**config.mk**
```make
export PLATFORM = sky130hd
export DESIGN_NAME = enigma_stepper_engine_flat
export DESIGN_NICKNAME = d
export VERILOG_FILES = /design/src/rtl/enigma_stepper_engine_if.sv /design/src/rtl/enigma_stepper_engine.sv /design/src/flat_wrapper.sv
export SDC_FILE = /design/constraint.sdc
export NUM_CORES = 1
export LEC_CHECK = 0
export ABC_AREA = 1
export BUFFER_PORTS_ARGS = -buffer_cell sky130_fd_sc_hd__buf_2
export CAP_MARGIN = 20
export CORE_ASPECT_RATIO = 0.75
export CORE_UTILIZATION = 58
export CTS_CLUSTER_DIAMETER = 40
export DETAILED_ROUTE_END_ITERATION = 7
export PLACE_DENSITY = 0.79
export SLEW_MARGIN = 20
export SYNTH_ARGS = -nofsm -noshare
export SYNTH_HDL_FRONTEND = slang
export SYNTH_SLANG_ARGS = --single-unit
```
**constraint.sdc**
```tcl
create_clock -name clk -period 2.65 [get_ports clk]
set_clock_uncertainty 0.1 [all_clocks]
set_input_delay 0.265 -clock clk [delete_from_list [all_inputs] [get_ports clk]]
set_output_delay 0.265 -clock clk [all_outputs]
set_load 0.005 [all_outputs]
```
**src/rtl/enigma_stepper_engine_if.sv**
```systemverilog
// Step/load handshake bundle between keyboard/UART control and the rotor stepper.
// The master drives requests; the slave (the engine) returns positions and status.
interface enigma_stepper_engine_if #(
  parameter int NUM_ROTORS = 3,
  parameter int W          = 5,
  parameter int CNT_W      = 16
);
  logic                    load;
  logic [NUM_ROTORS*W-1:0] load_pos;
  logic [NUM_ROTORS*W-1:0] notch_pos;
  logic                    step_valid;
  logic                    step_dir;
  logic                    step_ready;
  logic [NUM_ROTORS*W-1:0] pos_out;
  logic                    pos_done;
  logic                    wrap;
  logic                    load_err;
  logic [CNT_W-1:0]        step_cnt;

  modport master (
    output load, load_pos, notch_pos, step_valid, step_dir,
    input  step_ready, pos_out, pos_done, wrap, load_err, step_cnt
  );

  modport slave (
    input  load, load_pos, notch_pos, step_valid, step_dir,
    output step_ready, pos_out, pos_done, wrap, load_err, step_cnt
  );
endinterface

```
**src/rtl/enigma_stepper_engine.sv**
```systemverilog
// Rotor-position engine: advances NUM_ROTORS positions one keystroke at a time,
// forward with notches (optional double-step) or reverse as a plain odometer borrow.
module enigma_stepper_engine #(
  parameter int NUM_ROTORS  = 3,
  parameter int ALPHA       = 26,
  parameter int W           = 5,
  parameter int DOUBLE_STEP = 1,
  parameter int CNT_W       = 16
) (
  input  logic                   clk,
  input  logic                   rst,
  enigma_stepper_engine_if.slave bus
);

  localparam logic [W:0] ALPHA_X = (W+1)'(ALPHA);
  localparam logic [W:0] ONE_X   = (W+1)'(1);

  typedef logic [NUM_ROTORS-1:0][W-1:0] pos_vec_t;

  pos_vec_t         pos_q, notch_q;
  pos_vec_t         pos_d, ld_pos_d, ld_notch_d;
  logic             pos_done_q, wrap_q, load_err_q;
  logic [CNT_W-1:0] step_cnt_q;
  logic             wrap_d, ld_err_d, accept;
  logic [NUM_ROTORS-1:0] adv;

  function automatic logic [W-1:0] inc_mod(input logic [W-1:0] p);
    logic [W:0] s;
    s = {1'b0, p} + ONE_X;
    if (s >= ALPHA_X) s = s - ALPHA_X;
    return s[W-1:0];
  endfunction

  function automatic logic [W-1:0] dec_mod(input logic [W-1:0] p);
    logic [W:0] s;
    s = {1'b0, p} + ALPHA_X - ONE_X;
    if (s >= ALPHA_X) s = s - ALPHA_X;
    return s[W-1:0];
  endfunction

  assign bus.step_ready = !rst && !bus.load;
  assign accept         = bus.step_valid && bus.step_ready;

  // All advance decisions look at pre-step positions, so every rotor moves together.
  always_comb begin
    // NOTE: every variable gets a default before any conditional write, so no latch is inferred.
    adv    = '0;
    pos_d  = pos_q;
    wrap_d = 1'b0;
    adv[0] = 1'b1;
    for (int i = 1; i < NUM_ROTORS; i++) begin
      if (bus.step_dir) begin
        adv[i] = (pos_q[i-1] == inc_mod(notch_q[i-1]));
      end else begin
        adv[i] = (pos_q[i-1] == notch_q[i-1]);
        if (DOUBLE_STEP != 0 && i <= NUM_ROTORS-2 && pos_q[i] == notch_q[i]) adv[i] = 1'b1;
      end
    end
    for (int i = 0; i < NUM_ROTORS; i++) begin
      if (adv[i]) pos_d[i] = bus.step_dir ? dec_mod(pos_q[i]) : inc_mod(pos_q[i]);
    end
    if (adv[NUM_ROTORS-1]) begin
      wrap_d = bus.step_dir ? (pos_q[NUM_ROTORS-1] == '0)
                            : ({1'b0, pos_q[NUM_ROTORS-1]} == ALPHA_X - ONE_X);
    end
  end

  // Out-of-range load fields are forced to 0 and flagged.
  always_comb begin
    ld_err_d   = 1'b0;
    ld_pos_d   = '0;
    ld_notch_d = '0;
    for (int i = 0; i < NUM_ROTORS; i++) begin
      if ({1'b0, bus.load_pos[i*W +: W]} >= ALPHA_X) ld_err_d = 1'b1;
      else ld_pos_d[i] = bus.load_pos[i*W +: W];
      if ({1'b0, bus.notch_pos[i*W +: W]} >= ALPHA_X) ld_err_d = 1'b1;
      else ld_notch_d[i] = bus.notch_pos[i*W +: W];
    end
  end

  // NOTE: sequential state uses non-blocking assignments so all registers update from pre-edge values.
  always_ff @(posedge clk) begin
    if (rst) begin
      pos_q      <= '0;
      notch_q    <= '0;
      pos_done_q <= 1'b0;
      wrap_q     <= 1'b0;
      load_err_q <= 1'b0;
      step_cnt_q <= '0;
    end else if (bus.load) begin
      pos_q      <= ld_pos_d;
      notch_q    <= ld_notch_d;
      step_cnt_q <= '0;
      pos_done_q <= 1'b0;
      wrap_q     <= 1'b0;
      if (ld_err_d) load_err_q <= 1'b1;
    end else if (accept) begin
      pos_q      <= pos_d;
      step_cnt_q <= step_cnt_q + (bus.step_dir ? {CNT_W{1'b1}} : CNT_W'(1));
      pos_done_q <= 1'b1;
      wrap_q     <= wrap_d;
    end else begin
      pos_done_q <= 1'b0;
      wrap_q     <= 1'b0;
    end
  end

  assign bus.pos_out  = pos_q;
  assign bus.pos_done = pos_done_q;
  assign bus.wrap     = wrap_q;
  assign bus.load_err = load_err_q;
  assign bus.step_cnt = step_cnt_q;

endmodule

```
**src/flat_wrapper.sv**
```systemverilog
// flat-port wrapper written by rule: the top's interface ports become plain ports
module enigma_stepper_engine_flat 
#(
  parameter int NUM_ROTORS  = 3,
  parameter int ALPHA       = 26,
  parameter int W           = 5,
  parameter int DOUBLE_STEP = 1,
  parameter int CNT_W       = 16
)
  (clk, rst, bus_load, bus_load_pos, bus_notch_pos, bus_step_valid, bus_step_dir, bus_step_ready, bus_pos_out, bus_pos_done, bus_wrap, bus_load_err, bus_step_cnt);
  enigma_stepper_engine_if #(.NUM_ROTORS(NUM_ROTORS), .W(W), .CNT_W(CNT_W)) bus_i ();
  input  logic clk;
  input  logic rst;
  input wire logic [$bits(bus_i.load)-1:0] bus_load;
  input wire logic [$bits(bus_i.load_pos)-1:0] bus_load_pos;
  input wire logic [$bits(bus_i.notch_pos)-1:0] bus_notch_pos;
  input wire logic [$bits(bus_i.step_valid)-1:0] bus_step_valid;
  input wire logic [$bits(bus_i.step_dir)-1:0] bus_step_dir;
  output wire logic [$bits(bus_i.step_ready)-1:0] bus_step_ready;
  output wire logic [$bits(bus_i.pos_out)-1:0] bus_pos_out;
  output wire logic [$bits(bus_i.pos_done)-1:0] bus_pos_done;
  output wire logic [$bits(bus_i.wrap)-1:0] bus_wrap;
  output wire logic [$bits(bus_i.load_err)-1:0] bus_load_err;
  output wire logic [$bits(bus_i.step_cnt)-1:0] bus_step_cnt;
  assign bus_i.load = bus_load;
  assign bus_i.load_pos = bus_load_pos;
  assign bus_i.notch_pos = bus_notch_pos;
  assign bus_i.step_valid = bus_step_valid;
  assign bus_i.step_dir = bus_step_dir;
  assign bus_step_ready = bus_i.step_ready;
  assign bus_pos_out = bus_i.pos_out;
  assign bus_pos_done = bus_i.pos_done;
  assign bus_wrap = bus_i.wrap;
  assign bus_load_err = bus_i.load_err;
  assign bus_step_cnt = bus_i.step_cnt;
  enigma_stepper_engine #(.NUM_ROTORS(NUM_ROTORS), .ALPHA(ALPHA), .W(W), .DOUBLE_STEP(DOUBLE_STEP), .CNT_W(CNT_W)) u_core (.clk(clk), .rst(rst), .bus(bus_i));
endmodule
```
; ---- Word level (Yosys, flattened, before mapping)
; Index checks and enable logic that the tools add are counted.
[totals]
output_inout_bits = 35
regBits = 44
word_cells = 97
[op_classes]
n_lt_le_gt_ge = 14
reduce_logical = 13
bitwise = 2
muxes = 34
add_sub_neg = 20
eq_ne = 5
[ops]
columns = op, n
row1 = $mux W5, 20
row2 = $ge A6 B5 Y1 const B, 8
row3 = $sub A5 B5 Y5 const B, 8
row4 = $add A5 B1 Y6 const B, 5
row5 = $ge A5 B5 Y1 const B, 6
row6 = $mux W15, 2
row7 = $eq A5 B5 Y1, 4
row8 = $add A5 B5 Y6 const B, 3
row9 = $sub A6 B1 Y6 const B, 3
row10 = $add A16 B16 Y16, 1
row11 = $mux W16, 1
row12 = $mux W1, 11
row13 = $reduce_and A2 Y1, 3
row14 = $reduce_bool A2 Y1, 3
row15 = $eq A5 B5 Y1 const B, 1
row16 = $logic_not A5 Y1, 1
row17 = $reduce_or A4 Y1, 1
row18 = $logic_and A1 B1 Y1, 2
row19 = $logic_not A1 Y1, 2
row20 = $not A1 Y1, 2
row21 = $reduce_or A2 Y1, 1

; ---- Logic depth before layout (Yosys ltp)
; Gate-level depths: netlist (run 1).
[depth]
depth_word = 9
mapped_depth = 18
mapped_depth_nobuf = 18

; ---- Worst setup path after synthesis (run 1)
; Ideal clock, no wire load.
[synth_path]
path_kind = register to register
startpoint = reg u_core.pos_q, in the netlist u_core.bus.pos_out[5]
endpoint = reg u_core.pos_q, in the netlist u_core.bus.pos_out[6]
path_buffers = 0
setup_time_ps = 115
path_slack_ps = 703
t_arrival_ps = 1732
period_less_slack_ps = 1947
stages_incl_launch_ff = 14
cell_sequence = dfxtp_1 ha_1 nand2_1 nor2_1 xor2_1 nand3_1 nand2_1 nand2_1 a21oi_1 nor2_1 a21oi_1 nand3_1 nand2_1 nor2_1
[synth_via]
elab_chain_len = 8
elab_cells_between_ends = 18
classes_between = add/sub: 5 / order compare: 2 / eq/ne: 1 / mux: 8 / reduce/logical: 2
[synth_lines]
columns = item, line
row1 = "start, declared", enigma_stepper_engine.sv:20  ; pos_vec_t pos_q, notch_q;
row2 = "start signal, assigned", enigma_stepper_engine.sv:91  ; pos_q <= ld_pos_d;
row3 = "start signal, assigned", enigma_stepper_engine.sv:98  ; pos_q <= pos_d;
row4 = $add A5 B5 Y6, enigma_stepper_engine.sv:36  ; s = {1'b0, p} + ALPHA_X - ONE_X;
row5 = $sub A6 B1 Y6, enigma_stepper_engine.sv:36
row6 = $sub A5 B5 Y5 or $ge A6 B5 Y1 (tied branches), enigma_stepper_engine.sv:37  ; if (s >= ALPHA_X) s = s - ALPHA_X;
row7 = $mux W5, enigma_stepper_engine.sv:37
row8 = $mux W5 (2 in a row), enigma_stepper_engine.sv:60  ; if (adv[i]) pos_d[i] = bus.step_dir ? dec_mod(pos_q[i]) : inc_mod(pos_q[i]);
row9 = $mux W15, enigma_stepper_engine.sv:97  ; end else if (accept) begin
row10 = $mux W15, enigma_stepper_engine.sv:90  ; end else if (bus.load) begin
; Parallel ways exist; a longest one is shown, timed or not. The select of a mux whose other input is x is not followed.
; A chain may end at the register's enable or synchronous reset.

; ---- Worst setup path in the final report (run 1)
[layout_path]
startpoint = reg u_core.notch_q[5] in the netlist's numbering
endpoint = reg u_core.pos_q, in the netlist u_core.bus.pos_out[12]
[layout_via]
elab_chain_len = 8
elab_cells_between_ends = 10
classes_between = add/sub: 2 / order compare: 1 / eq/ne: 2 / mux: 3 / reduce/logical: 2
[layout_lines]
columns = item, line
row1 = "start, declared", enigma_stepper_engine.sv:20
row2 = "start signal, assigned", enigma_stepper_engine.sv:92  ; notch_q <= ld_notch_d;
row3 = $add A5 B1 Y6, enigma_stepper_engine.sv:29  ; s = {1'b0, p} + ONE_X;
row4 = $sub A5 B5 Y5 or $ge A6 B5 Y1 (tied branches), enigma_stepper_engine.sv:30  ; if (s >= ALPHA_X) s = s - ALPHA_X;
row5 = $mux W5, enigma_stepper_engine.sv:30
row6 = $mux W5, enigma_stepper_engine.sv:52  ; if (bus.step_dir) begin
row7 = $eq A5 B5 Y1, enigma_stepper_engine.sv:53  ; adv[i] = (pos_q[i-1] == inc_mod(notch_q[i-1]));
row8 = $mux W1 (*), enigma_stepper_engine.sv:52
row9 = $reduce_bool A2 Y1 (no source line) (*), n/a
row10 = $reduce_and A2 Y1 (no source line) (*), n/a
; Mark *: on every way between the ends. The rest lies on a longest branch, timed or not. The select of a mux whose other input is x is not followed.

==> results.json, run 1 <==
{
  "grt_pass1_vias": 3616,
  "power.switching_mw": 0.812,
  "clk_latency_ns": 0.30,
  "yosysWarnings": 0,
  "clkSlewWorstSetupHoldPaths_ns": 0.08,
  "ys_async_sr_fraction_pct": 0,
  "wl_per_cell_um": 13.4,
  "cts.path.max_buffers": 2,
  "avgSynthCellArea_um2": 6.46,
  "tns_ns": 0,
  "required_ns": 2.74,
  "met1_length_um": 5040,
  "drive_gt1_share_pct": 18.5,
  "routed_wl_um": 10500,
  "timing.final.crit_share_pct": 87.3,
  "seqPwrFrac_pct": 37.9,
  "postCtsSetupBuffers": 0,
  "numPortBuffers": 68,
  "overflow": 0,
  "timing.final.hold_violations": 0,
  "grt_max_degree": 19,
  "syn_to_final_growth_pct": 13.2,
  "fp.dieW_um": 98.6,
  "clkPwrFrac_pct": 21.9,
  "comb_power_share_pct": 40.2,
  "yosysMostFrequentCell": "nand2_1",
  "reg2regPathDepth": 16,
  "cts_sinks": 44,
  "p_leak_nw": 2.40,
  "std_cell_rows": 26,
  "top_layer": "met4",
  "maxSlewViolCount": 0,
  "htreeDepth": 2,
  "syn-num-nets": 693,
  "met3_wirelength_um": 605,
  "synth-seq-area-share_pct": 21.7,
  "synth_area_leaders": "dfxtp_1, nand2_1, ha_1",
  "max_freq_ghz": 0.432,
  "wl_met2_um": 4700,
  "yosys.area.top_type": "dfxtp_1",
  "startpoint_type": "flop",
  "slowest_delay_ns": 0.48,
  "io_pins": 70,
  "endpoint_kind": "flop",
  "drc_errors": 0,
  "core_area_um2": 6800,
  "regArea_um2": 881,
  "cpMostUsedCell": "nand2_1",
  "nets": 762,
  "netlist_top_cells_count": "nand2_1, inv_1, nor2_1",
  "cts_root_buffer": "clkbuf_8",
  "start_util_pct": 59.8,
  "crit_type": "flop to flop",
  "ys_types": 47,
  "cts_buffers": 5,
  "synth_top_area_share_pct": 21.7,
  "final_core_utilization_pct": 67.7,
  "place_congestion": 0.991,
  "die_area_um2": 7350,
  "min_period_ns": 2.31,
  "rsz0062_at_grt": "false",
  "antenna_cells": 0,
  "ir_drop_v": 0.000225,
  "cts_resized": 0,
  "multi_input_area_um2": 2750,
  "num_vias": 4294,
  "antenna_found_initial": 0,
  "crit_fanout": 10,
  "die_h_um": 74.5,
  "slowest_stage": "dfxtp_1",
  "final_antenna_net_count": 0,
  "synth_edf_count": 0,
  "syn_area_um2": 4060,
  "path_cells": "ha_1 -> inv_1 -> nand2_2 -> nand2_1 -> nand3_1 -> nand3_1 -> nand2_1 -> nand2_2 -> nand2_1 -> nand2_1 -> nand2_1 -> nor2_1 -> nand2_2 -> nand3_4 -> a21oi_1 -> nor2_1",
  "drt-initial-drc-count": 304,
  "cts-hold-fix-buffers": 0,
  "place.detailed.hpwl_um": 8070,
  "vias_per_cell": 5.48,
  "finalSetupViolations": 0,
  "whs_path_depth": 2,
  "slew_headroom_pct": 65.8,
  "worst_pin_slew_ns": 0.513,
  "grt_pass1_wl_um": 16700,
  "fill_cells": 608,
  "synth_ff_type": "dfxtp_1",
  "p_sw_share_pct": 39.4,
  "powerDensity_nw_per_um2": 448,
  "critical_path_arrival_ns": 2.40,
  "ys_ff_latch": 44,
  "outcome": "completed",
  "cts_tree": "built",
  "drv_cap": 0,
  "drt-pass1-iter-count": 5,
  "hold_path_class": "input pin to flop",
  "grt_usage_pct": 28.6,
  "p_int_mw": 1.25,
  "netlist_instances": 629
}
path summary, 6_finish.rpt:
check | slack, ns | endpoint | start
max | 0.34 | u_core.bus.pos_out[12]$_SDFFE_PP0P_ | u_core.notch_q[5]$_SDFFE_PP0P_
min | 0.11 | u_core.bus.load_err$_SDFFE_PP0P_ | rst
max reg2reg | 0.34 | u_core.bus.pos_out[12]$_SDFFE_PP0P_ | u_core.notch_q[5]$_SDFFE_PP0P_
min reg2reg | 0.39 | u_core.bus.step_cnt[15]$_SDFFE_PN0P_ | u_core.bus.step_cnt[15]$_SDFFE_PN0P_
area by class of cell:
class | count | share of cell area, %
clock inverter | 1 | 0.163
tap | 84 | 2.28
inverter | 95 | 7.75
sequential | 44 | 19.1
clock buffer | 7 | 1.88
timing repair buffer | 76 | 8.97
multi-input combinational | 476 | 59.8
worst max-delay path, delay by kind of cell (launching register included):
kind | cells | cell delay, ns
AO/OA/AOI/OAI | 1 | 0.23
AND/OR/NAND/NOR | 13 | 1.04
flip-flops | 1 | 0.48
adder cells (fa/ha/maj) | 1 | 0.29
buffers and inverters | 1 | 0.07
flip-flops by register name, summed over array words and instances (netlist names):
signal,flops
u_core.bus.pos_out,15
u_core.notch_q,10
u_core.bus.pos_done,1
u_core.bus.load_err,1
u_core.bus.wrap,1
u_core.bus.step_cnt,16
layout by cell type (no fill, tap or decap), types with 3 or more instances in the layout:
cell	n
ha_1	28
xnor2_1	7
xor2_1	19
inv_1	87
dfxtp_1	44
buf_2	68
nor2_4	4
nand4_1	5
clkbuf_8	6
nand3_1	56
buf_4	7
a21oi_1	57
nand2_1	131
nor2_2	4
o32ai_1	8
o21ai_0	29
inv_2	7
a31oi_1	6
nor2_1	60
o21ai_1	6
xnor2_2	3
nand3_2	5
or2_2	4
o211ai_1	7
nand2_2	10
power groups by stage:
| stage | clock (mW) | sequential, mW | combinational [mW] |
|---|---|---|---|
| detailed placement | 0 | 0.794 | 0.813 |
| floorplan | 0 | 0.777 | 0.621 |
| global placement | 0 | 0.792 | 0.789 |
| global route | 0.490 | 0.790 | 0.936 |
| finish | 0.452 | 0.781 | 0.829 |
| CTS | 0.464 | 0.779 | 0.820 |
cell families (layout without fill, tap and decap cells):
| logic type | after synthesis | count (layout) | synth area share (%) |
|---|---|---|---|
| AND/OR/NAND/NOR | 287 | 287 | 32.1 |
| AO/OA/AOI/OAI | 130 | 130 | 19.3 |
| buffers and inverters | 109 | 179 | 10.6 |
| flip-flops | 44 | 44 | 21.7 |
| XOR/XNOR | 30 | 30 | 7.21 |
| adder cells (fa/ha/maj) | 29 | 29 | 9.12 |
per-stage QoR:
| stage | power [mW] | hold slack (ns) | cell area [um^2] | worst slack (ns) | cells |
|---|---|---|---|---|---|
| floorplan | 1.40 | 0.237 | 4060 | 0.703 | 629 |
| global placement | 1.58 | 0.359 | 4510 | 0.311 | 775 |
| detailed placement | 1.61 | 0.374 | 4510 | 0.240 | 775 |
| CTS | 2.06 | 0.102 | 4600 | 0.339 | 783 |
| global route | 2.22 | 0.111 | 4600 | 0.120 | 783 |
| finish | 2.06 | 0.108 | 4600 | 0.337 | 783 |
per-layer routing:
layer,global-route usage [%],vias to the layer above
met4,7.63,0
met5,0,-
met3,4.04,13
li1,-,2210
met2,45.9,123
met1,40.7,1948
Note: power is estimated with default switching activity, not from simulation.
==> run 2, diff against run 1 <==
- ABC_AREA: 1 -> not set
- CORE_UTILIZATION: 58 -> 59
- SETUP_SLACK_MARGIN: not set -> 0.15
==> run 2 against run 1 <==
  * Utilization is 6.2 points higher
  * Global-route usage grew 4.2 points
  * Synthesized cell count shrank 4.5%
  * Critical path type unchanged
  * Flip-flop and latch count did not move
  * The run now ends with negative setup slack left
  * Cell area grew 19%
  * Setup slack lost 0.34 ns
  * Critical path depth down 7
  * Combinational power up 17%
  * Critical endpoint is now u_core.bus.pos_out[5]$_SDFFE_PP0P_
  * Via count grew 16%
  * Count of clock-buffer cells in the layout fell by 1
  * Die area increased by 9.8%
  * Non-clock buffer count up 40
==> results.json, run 2 <==
{
  "multi_input_area_um2": 3520,
  "start_util_pct": 61.5,
  "wl_per_cell_um": 16.8,
  "max_freq_ghz": 0.376,
  "rsz0062_at_grt": "true",
  "min-delay-start": "bus_notch_pos[5]",
  "die_area_um2": 8070,
  "final_antenna_net_count": 0,
  "powerDensity_nw_per_um2": 420,
  "synth_area_leaders": "dfxtp_1, ha_1, a21oi_1",
  "path_cells": "inv_4 -> ha_4 -> nor4b_4 -> a311oi_2 -> o21ai_2 -> mux2i_1 -> nand3_2 -> a221oi_4 -> mux2_4",
  "cts_root_buffer": "clkbuf_8",
  "slew_headroom_pct": 62.7,
  "tns_ns": -0.0264,
  "netlist_top_cells_count": "nand2_1, a21oi_1, dfxtp_1",
  "drt-pass1-iter-count": 5,
  "ys_types": 81,
  "power.switching_mw": 0.861,
  "crit_family": "compound AO/OA/AOI/OAI gates",
  "cts_tree": "built",
  "cts.path.max_buffers": 2,
  "clkSlewWorstSetupHoldPaths_ns": 0.10,
  "drive_gt1_share_pct": 25.8,
  "syn_area_um2": 4550,
  "min_period_ns": 2.66,
  "clkPwrFrac_pct": 23.4,
  "seqPwrFrac_pct": 34.2,
  "std_cell_rows": 27,
  "synth_top_area_share_pct": 19.4,
  "crit_start": "u_core.notch_q[1]$_SDFFE_PP0P_",
  "grt_pass1_vias": 4553,
  "nets": 748,
  "syn-num-nets": 665,
  "cts_buffers": 5,
  "required_ns": 2.74,
  "critical_path_arrival_ns": 2.75,
  "netlist_instances": 601,
  "yosysMostFrequentCell": "nand2_1",
  "drc_errors": 0,
  "place_congestion": 0.938,
  "cts-hold-fix-buffers": 0,
  "wl_met2_um": 6130,
  "layout_commonest_cell": "buf_2",
  "grt_pass1_wl_um": 21400,
  "met3_wirelength_um": 967,
  "crit_buf_inv": 1,
  "slowest_delay_ns": 0.44,
  "ys_async_sr_fraction_pct": 0,
  "core_area_um2": 7400,
  "failed_checks": "negative setup slack",
  "regArea_um2": 895,
  "place_area_um2": 5170,
  "antenna_found_initial": 0,
  "fp.dieW_um": 103,
  "timing.final.crit_share_pct": 100,
  "fin_area_um2": 5470,
  "synth-seq-area-share_pct": 19.4,
  "met1_length_um": 5880,
  "crit_type": "flop to flop",
  "die_h_um": 78.0,
  "timing.final.hold_violations": 0,
  "place.detailed.hpwl_um": 9690,
  "vias_per_cell": 6.34,
  "clk_latency_ns": 0.30,
  "whs_ns": 0.0763,
  "drv_cap": 0,
  "ys_ff_latch": 44,
  "crit_fanout": 5,
  "antenna_cells": 0,
  "drt-initial-drc-count": 307,
  "outcome": "finished with violations",
  "largest_register_ffs": 16,
  "synth_ff_type": "dfxtp_1",
  "maxSlewViolCount": 0,
  "overflow": 0,
  "top_layer": "met4",
  "slowest_stage": "a221oi_4",
  "grt_max_degree": 30,
  "finalPower_mw": 2.29,
  "comb_power_share_pct": 42.4,
  "num_vias": 4981,
  "fin_ws_ns": -0.00825,
  "syn_to_final_growth_pct": 20.2,
  "worst_pin_slew_ns": 0.558,
  "htreeDepth": 2,
  "p_int_mw": 1.43,
  "numPortBuffers": 68,
  "p_leak_nw": 2.29,
  "routed_wl_um": 13200,
  "endpoint_kind": "flop",
  "ir_drop_v": 0.000335,
  "startpoint_type": "flop",
  "yosys.area.top_type": "dfxtp_1",
  "io_pins": 70,
  "fill_cells": 578,
  "final_cell_mix": "buf_2, buf_4, nand2_1",
  "avgSynthCellArea_um2": 7.57,
  "grt_usage_pct": 32.8,
  "synth_edf_count": 0,
  "r2r_start": "u_core.notch_q[1]$_SDFFE_PP0P_",
  "p_sw_share_pct": 37.5,
  "yosysWarnings": 0,
  "finalSetupViolations": 4,
  "cts_sinks": 44,
  "hold_path_class": "input pin to flop"
}
==> run 2: metal layers <==
metal  vias up  GRT usage [%]
met5         -              0
met4         0           9.01
met3        34           4.01
met2       230           51.5
met1      2309           47.0
li1       2408              -
==> run 2: timing repair <==
item | CTS | global route
endpoints found under the setup margin | 12 | 18
pin swaps | 5 | 8
buffers inserted | 4 | 1
gates resized for setup | 11 | 26
endpoints found under the hold margin | 0 | 0
==> run 2: cell families after synthesis <==
kind of cell	Yosys count	share of synthesized area, %
adders and majority gates	29	8.14
and+or+nand+nor	205	24.0
DFF	44	19.4
buffers and inverters	70	6.82
AOI/OAI and AO/OA	203	30.6
xor gates and xnor gates	34	7.18
muxes	16	3.91
==> run 2: final cells by class <==
class / count / area share, %
clock buffers: 6 / 1.33
clock inverters: 2 / 0.641
inverters: 30 / 2.20
multi-input cells: 487 / 64.3
flip-flops and latches: 44 / 16.4
well taps: 101 / 2.31
repair buffers: 116 / 12.8
==> run 2: power by group through the flow <==
stage	clock [mW]	sequential, mW	combinational, mW
after floorplan	0	0.772	0.648
after global placement	0	0.789	0.878
after detailed placement	0	0.792	0.909
after CTS	0.538	0.777	0.930
after global routing	0.560	0.790	1.07
final	0.537	0.783	0.973
==> run 2: worst paths after layout <==
path,to,slack (ns),depth (start not counted)
worst max-delay path,u_core.bus.pos_out[5]$_SDFFE_PP0P_,-0.008,9
worst min-delay path,u_core.notch_q[5]$_SDFFE_PP0P_,0.08,2
worst max register to register,u_core.bus.pos_out[5]$_SDFFE_PP0P_,-0.008,9
worst min register to register,u_core.bus.load_err$_SDFFE_PP0P_,0.39,2
==> run 2: worst reg2reg max path: cells and delay by family (launching register included) <==
| family | cells | cell delay (ns) |
|---|---|---|
| mux | 2 | 0.59 |
| compound gates | 3 | 0.78 |
| simple gates | 2 | 0.37 |
| flops | 1 | 0.40 |
| fa+ha+maj | 1 | 0.27 |
| buf+inv | 1 | 0.05 |
==> run 2: metrics by stage <==
stage,std cells,setup WS (ns),util [%]
final,786,-0.00825,73.9
after floorplan,601,0.161,-
after global routing,786,-0.0921,73.9
after CTS,785,0.0653,72.3
after global placement,773,0.0514,69.9
after detailed placement,773,-0.0640,69.9
